--- src/rtl/fpga_reg_loader.sv ---
// Button-driven 32-bit operand loader: debounces btn, captures sw in two halves, writes TARGET_REG while stalling the CPU.
// Optional feature macro LOADER_ECHO_EN: registered echo of the last captured half.
module fpga_reg_loader #(
  parameter int unsigned DEBOUNCE_CYCLES = 1000000,
  parameter int unsigned CNT_W           = 20,
  parameter logic [3:0]  TARGET_REG      = 4'b0001
) (
  input  logic        clk,
  input  logic        reset,
  input  logic [15:0] sw,
  input  logic        btn,
  output logic        wr_req,
  output logic [3:0]  wr_addr,
  output logic [31:0] wr_data,
  input  logic        wr_ack,
  output logic        cpu_hold,
  output logic [1:0]  phase,
  output logic [15:0] echo
);

  typedef enum logic [1:0] {
    LOAD_LO = 2'b00,
    LOAD_HI = 2'b01,
    WRITE   = 2'b10,
    RUN     = 2'b11
  } state_e;

  localparam logic [CNT_W-1:0] CNT_MAX = CNT_W'(DEBOUNCE_CYCLES);

  logic             sync1_q, sync2_q;
  logic             deb_q, deb_d;
  logic             press_q, press_d;
  logic [CNT_W-1:0] cnt_q, cnt_d;
  state_e           state_q, state_d;
  logic [31:0]      data_q, data_d;

  // The level flips on the mismatch cycle after the counter has seen DEBOUNCE_CYCLES mismatches.
  always_comb begin
    cnt_d   = '0;
    deb_d   = deb_q;
    press_d = 1'b0;
    if (sync2_q != deb_q) begin
      if (cnt_q == CNT_MAX) begin
        deb_d   = sync2_q;
        press_d = sync2_q;
      end else begin
        cnt_d = cnt_q + 1'b1;
      end
    end
  end

  always_ff @(posedge clk) begin
    if (reset) begin
      sync1_q <= 1'b0;
      sync2_q <= 1'b0;
      deb_q   <= 1'b0;
      press_q <= 1'b0;
      cnt_q   <= '0;
    end else begin
      sync1_q <= btn;
      sync2_q <= sync1_q;
      deb_q   <= deb_d;
      press_q <= press_d;
      cnt_q   <= cnt_d;
    end
  end

  always_comb begin
    state_d = state_q;
    data_d  = data_q;
    case (state_q)
      LOAD_LO: begin
        if (press_q) begin
          data_d[15:0] = sw;
          state_d      = LOAD_HI;
        end
      end
      LOAD_HI: begin
        if (press_q) begin
          data_d[31:16] = sw;
          state_d       = WRITE;
        end
      end
      WRITE: begin
        if (wr_ack) state_d = RUN;
      end
      RUN: begin
        if (press_q) state_d = LOAD_LO;
      end
      default: state_d = LOAD_LO;
    endcase
  end

  always_ff @(posedge clk) begin
    if (reset) begin
      state_q <= LOAD_LO;
      data_q  <= '0;
    end else begin
      state_q <= state_d;
      data_q  <= data_d;
    end
  end

  assign wr_req   = (state_q == WRITE);
  assign cpu_hold = (state_q != RUN);
  assign phase    = state_q;
  assign wr_addr  = TARGET_REG;
  assign wr_data  = data_q;

`ifdef LOADER_ECHO_EN
  logic        capture;
  logic [15:0] echo_q;

  assign capture = press_q && ((state_q == LOAD_LO) || (state_q == LOAD_HI));

  always_ff @(posedge clk) begin
    if (reset) begin
      echo_q <= '0;
    end else if (capture) begin
      echo_q <= sw;
    end
  end

  // Once both halves are in, the display reverts to the low half of the operand.
  assign echo = ((state_q == WRITE) || (state_q == RUN)) ? data_q[15:0] : echo_q;
`else
  assign echo = 16'h0000;
`endif

endmodule

--- config.mk ---
export PLATFORM = sky130hd
export DESIGN_NAME = fpga_reg_loader
export DESIGN_NICKNAME = d
export VERILOG_FILES = /design/src/rtl/fpga_reg_loader.sv
export SDC_FILE = /design/constraint.sdc
export NUM_CORES = 1
export LEC_CHECK = 0
export ABC_AREA = 1
export CAP_MARGIN = 40
export CORE_UTILIZATION = 51
export DETAILED_ROUTE_END_ITERATION = 10
export PLACE_DENSITY = 0.93
export SETUP_SLACK_MARGIN = 0.2
export SLEW_MARGIN = 20
export SYNTH_ARGS = -nofsm -noshare
export SYNTH_HDL_FRONTEND = slang
export SYNTH_SLANG_ARGS = --single-unit
export TNS_END_PERCENT = 100
--- constraint.sdc ---
create_clock -name clk -period 3.05 [get_ports clk]
set_clock_uncertainty 0.2 [all_clocks]
set_input_delay 0.4575 -clock clk [delete_from_list [all_inputs] [get_ports clk]]
set_output_delay 0.4575 -clock clk [all_outputs]
set_load 0.05 [all_outputs]
==> run metrics <==
number of buffers created by CTS 9; worst path required time 2390 ps; final period utilization 81.4%; antenna fix cells 0; maximum fanout along the worst path 5; Worst Path Class, Setup register to output port; number of failing setup endpoints in the final timing report 0; total instance count after detailed placement about 480; final instance count without filler cells 497; vias in the first global route 2189; detailed-routing iteration count for the pre-antenna-repair pass 4; post-synthesis adder-cell area fraction 2.83%; number of pins exceeding their max-slew limit in the final report 0; antenna violation net count after detailed routing 0; post-layout utilization of the core 69.1%; pin count of the biggest net entering global routing 34; final critical delay including setup and external delays 2480 ps; maximum clock insertion buffer count 2; net load switching power 0.424 mW; Net Sw Frac 27.4%; vertical die dimension 74.1 um; multiplexer share of the synthesized area 0%; worst-skew pair later-pin latency around 340 ps; number of instances in the synthesized netlist 367; Overall Global Routing Usage 23.4%; TritonCTS clock tree built; Static Leak around 1.2 nW; Gate power share between 10% and 20%; Port Buffers 55; combinational family with the most area after synthesis simple AND/OR/NAND/NOR gates; final hold vios 0; unique cell type count in the Yosys netlist 26; Routed WL per cell 11.8 um; crit path DAT ~1800 ps; Top Ports 76; type of destination of the critical path output port; smallest hold slack around 220 ps; Final Total Pwr between 1.5 and 2 mW; measured slew at the worst slew-check pin 688 ps; number of antenna violations at the first check in global routing 0; initial drt markers 118; startpoint types register; Core Area 4850 um2; number of maximum-capacitance violations 0; starting density of the core a little over half; area fraction in and, or, nand and nor cells after synthesis roughly 29%; final setup TNS 0 ps; horizontal die dimension 74.1 um; final weighted congestion in routability-driven placement 0.934; final wirelength 5.89 mm; number of levels the H-tree was split into 3; Internal 1.12 mW; post-cts gate resize count 0; post-layout worst setup margin approximately 570 ps; Syn. warnings 0; Relative slew margins 54.1%; first-pass GRT wire length around 9.6 mm; row cnt 25; sequential power share 49.8%; clock sink count 58; maximum vdd ir drop ~0.00037 V; pre-CTS WS 852 ps; final HPWL from detailed placement ~4.2 mm; Synth-to-Final Area Change 26.3%; number of synthesized register bits 58; sequential element share of the synthesized area 43.8%; layout cells sized above 1 6.98%; Post-DP Area 3180 um2; clock transition at the registers of the reported paths 60 ps; gr ovfl total 0; number of design rule violations left after detail routing 0; class of the tightest hold or removal check register to register; via/cell ratio between 4 and 5; number of buffers inserted by post-CTS setup repair 0; clock group share of total power 39.4%; average size of a mapped cell 7.22 um2; run status finished, final reports clean; routed vias 2433; CTS hold repair buffers 0; root buf cell sky130_fd_sc_hd__clkbuf_8; Max Fclk 403 MHz; XOR/XNOR share of the synthesized area 2.64%; summed instance area of the synthesized netlist roughly 2700 um2; final cell area excluding filler cells 3350 um2; RSZ-0062 raised after global routing no; total power per unit cell area 462 nW/um2; Final Net Count 451; die area 5490 um2; synthesized-area fraction occupied by ao, oa, aoi and oai cells 9.49%
-- area by class of cell --
| class | count | area, um2 |
|---|---|---|
| multi-input cells | 264 | 1240 |
| inverters | 35 | 131 |
| fillers | 387 | 1500 |
| clock inverters | 5 | 30.0 |
| repair buffers | 57 | 566 |
| clock buffers | 11 | 141 |
| flip-flops and latches | 58 | 1160 |
| well taps | 67 | 83.8 |
-- cell usage after synthesis --
master                       n  area share (%)
sky130_fd_sc_hd__xor2_1      7             2.3
sky130_fd_sc_hd__buf_2       2            0.38
sky130_fd_sc_hd__nor2_1    105              15
sky130_fd_sc_hd__nand3_1     9             1.7
sky130_fd_sc_hd__o21ai_0    36             6.8
sky130_fd_sc_hd__conb_1      2            0.28
sky130_fd_sc_hd__nand2_1    47             6.7
sky130_fd_sc_hd__nand2_2     2            0.47
sky130_fd_sc_hd__nand2_4     1            0.42
sky130_fd_sc_hd__nor2_2      4            0.94
sky130_fd_sc_hd__nand4_1     3            0.71
sky130_fd_sc_hd__dfxtp_1    58              44
sky130_fd_sc_hd__inv_1      35             5.0
sky130_fd_sc_hd__a21oi_2     1            0.33
sky130_fd_sc_hd__o21bai_1    1            0.28
sky130_fd_sc_hd__or2_0       1            0.24
sky130_fd_sc_hd__a21oi_1    11             2.1
sky130_fd_sc_hd__buf_6       1            0.42
sky130_fd_sc_hd__clkbuf_1    5            0.71
sky130_fd_sc_hd__xnor2_1     1            0.33
sky130_fd_sc_hd__nor3_1      3            0.57
sky130_fd_sc_hd__nor2_4      2            0.85
sky130_fd_sc_hd__nand3_2     3             1.1
sky130_fd_sc_hd__nand3b_1    1            0.28
sky130_fd_sc_hd__ha_1        6             2.8
sky130_fd_sc_hd__buf_4      20             5.7
-- cell families after synthesis --
family	count (synthesis)
adders and majority gates	6
other	2
buffers and inverters	63
DFF	58
AOI/OAI and AO/OA	49
and+or+nand+nor	181
xor gates and xnor gates	8
-- power by group through the flow --
stage	Clock [mW]	Sequential, mW	Combinational, mW
2_1_floorplan	0	0.802	0.122
3_3_place_gp	0	0.787	0.161
3_5_place_dp	0	0.788	0.165
4_1_cts	0.627	0.771	0.167
5_1_grt	0.663	0.772	0.183
6_report	0.610	0.771	0.168
-- critical path: stages (launching register included) --
cell,delay (ps)
sky130_fd_sc_hd__dfxtp_1,350
sky130_fd_sc_hd__inv_1,100
sky130_fd_sc_hd__ha_1,210
sky130_fd_sc_hd__clkdlybuf4s50_1,820
-- layer usage --
metal	up-vias	track usage, %	part of all wire (%)
met5	-	0	0
met4	0	13.0	3.7
met3	20	8.67	7.3
met2	98	39.6	50
met1	1100	25.3	39
li1	1215	-	-
-- registers in the layout (all words and copies together), names as in the netlist --
name     cells
wr_data     32
cnt_q       20
phase        2
deb_q        1
press_q      1
sync1_q      1
sync2_q      1
-- cells in the final DEF (no fill, tap or decap) --
master                            netlist  routed
sky130_fd_sc_hd__or2_0                  1       1
sky130_fd_sc_hd__xnor2_1                1       1
sky130_fd_sc_hd__conb_1                 2      20
sky130_fd_sc_hd__inv_1                 35      35
sky130_fd_sc_hd__clkdlybuf4s50_1        0      55
sky130_fd_sc_hd__a21oi_2                1       1
sky130_fd_sc_hd__buf_4                 20       2
sky130_fd_sc_hd__nand2_2                2       2
sky130_fd_sc_hd__clkinv_2               0       3
sky130_fd_sc_hd__xor2_1                 7       7
sky130_fd_sc_hd__nand3b_1               1       1
sky130_fd_sc_hd__clkbuf_1               5       1
sky130_fd_sc_hd__a21oi_1               11      11
sky130_fd_sc_hd__clkinvlp_4             0       2
sky130_fd_sc_hd__ha_1                   6       6
sky130_fd_sc_hd__o21ai_0               36      36
sky130_fd_sc_hd__nor2_2                 4       4
sky130_fd_sc_hd__nor2_4                 2       2
sky130_fd_sc_hd__dfxtp_1               58      58
sky130_fd_sc_hd__nand2_4                1       1
sky130_fd_sc_hd__nand3_1                9       9
sky130_fd_sc_hd__nor2_1               105     105
sky130_fd_sc_hd__o21bai_1               1       1
sky130_fd_sc_hd__clkbuf_8               0      10
sky130_fd_sc_hd__nand2_1               47      47
sky130_fd_sc_hd__nand4_1                3       3
sky130_fd_sc_hd__nand3_2                3       3
sky130_fd_sc_hd__nor3_1                 3       3
-- path summary, 6_finish.rpt --
path	startpoint	end	slack (ps)	cells past startpoint
worst max-delay path	phase[0]$_SDFFE_PP0P_	wr_req	570	3
worst min-delay path	sync1_q$_SDFF_PP0_	sync2_q$_SDFF_PP0_	220	2
worst max register to register	phase[0]$_SDFFE_PP0P_	wr_data[1]$_SDFFE_PP0P_	1220	7
worst min register to register	sync1_q$_SDFF_PP0_	sync2_q$_SDFF_PP0_	220	2
Power figures use the tool's default switching activity.
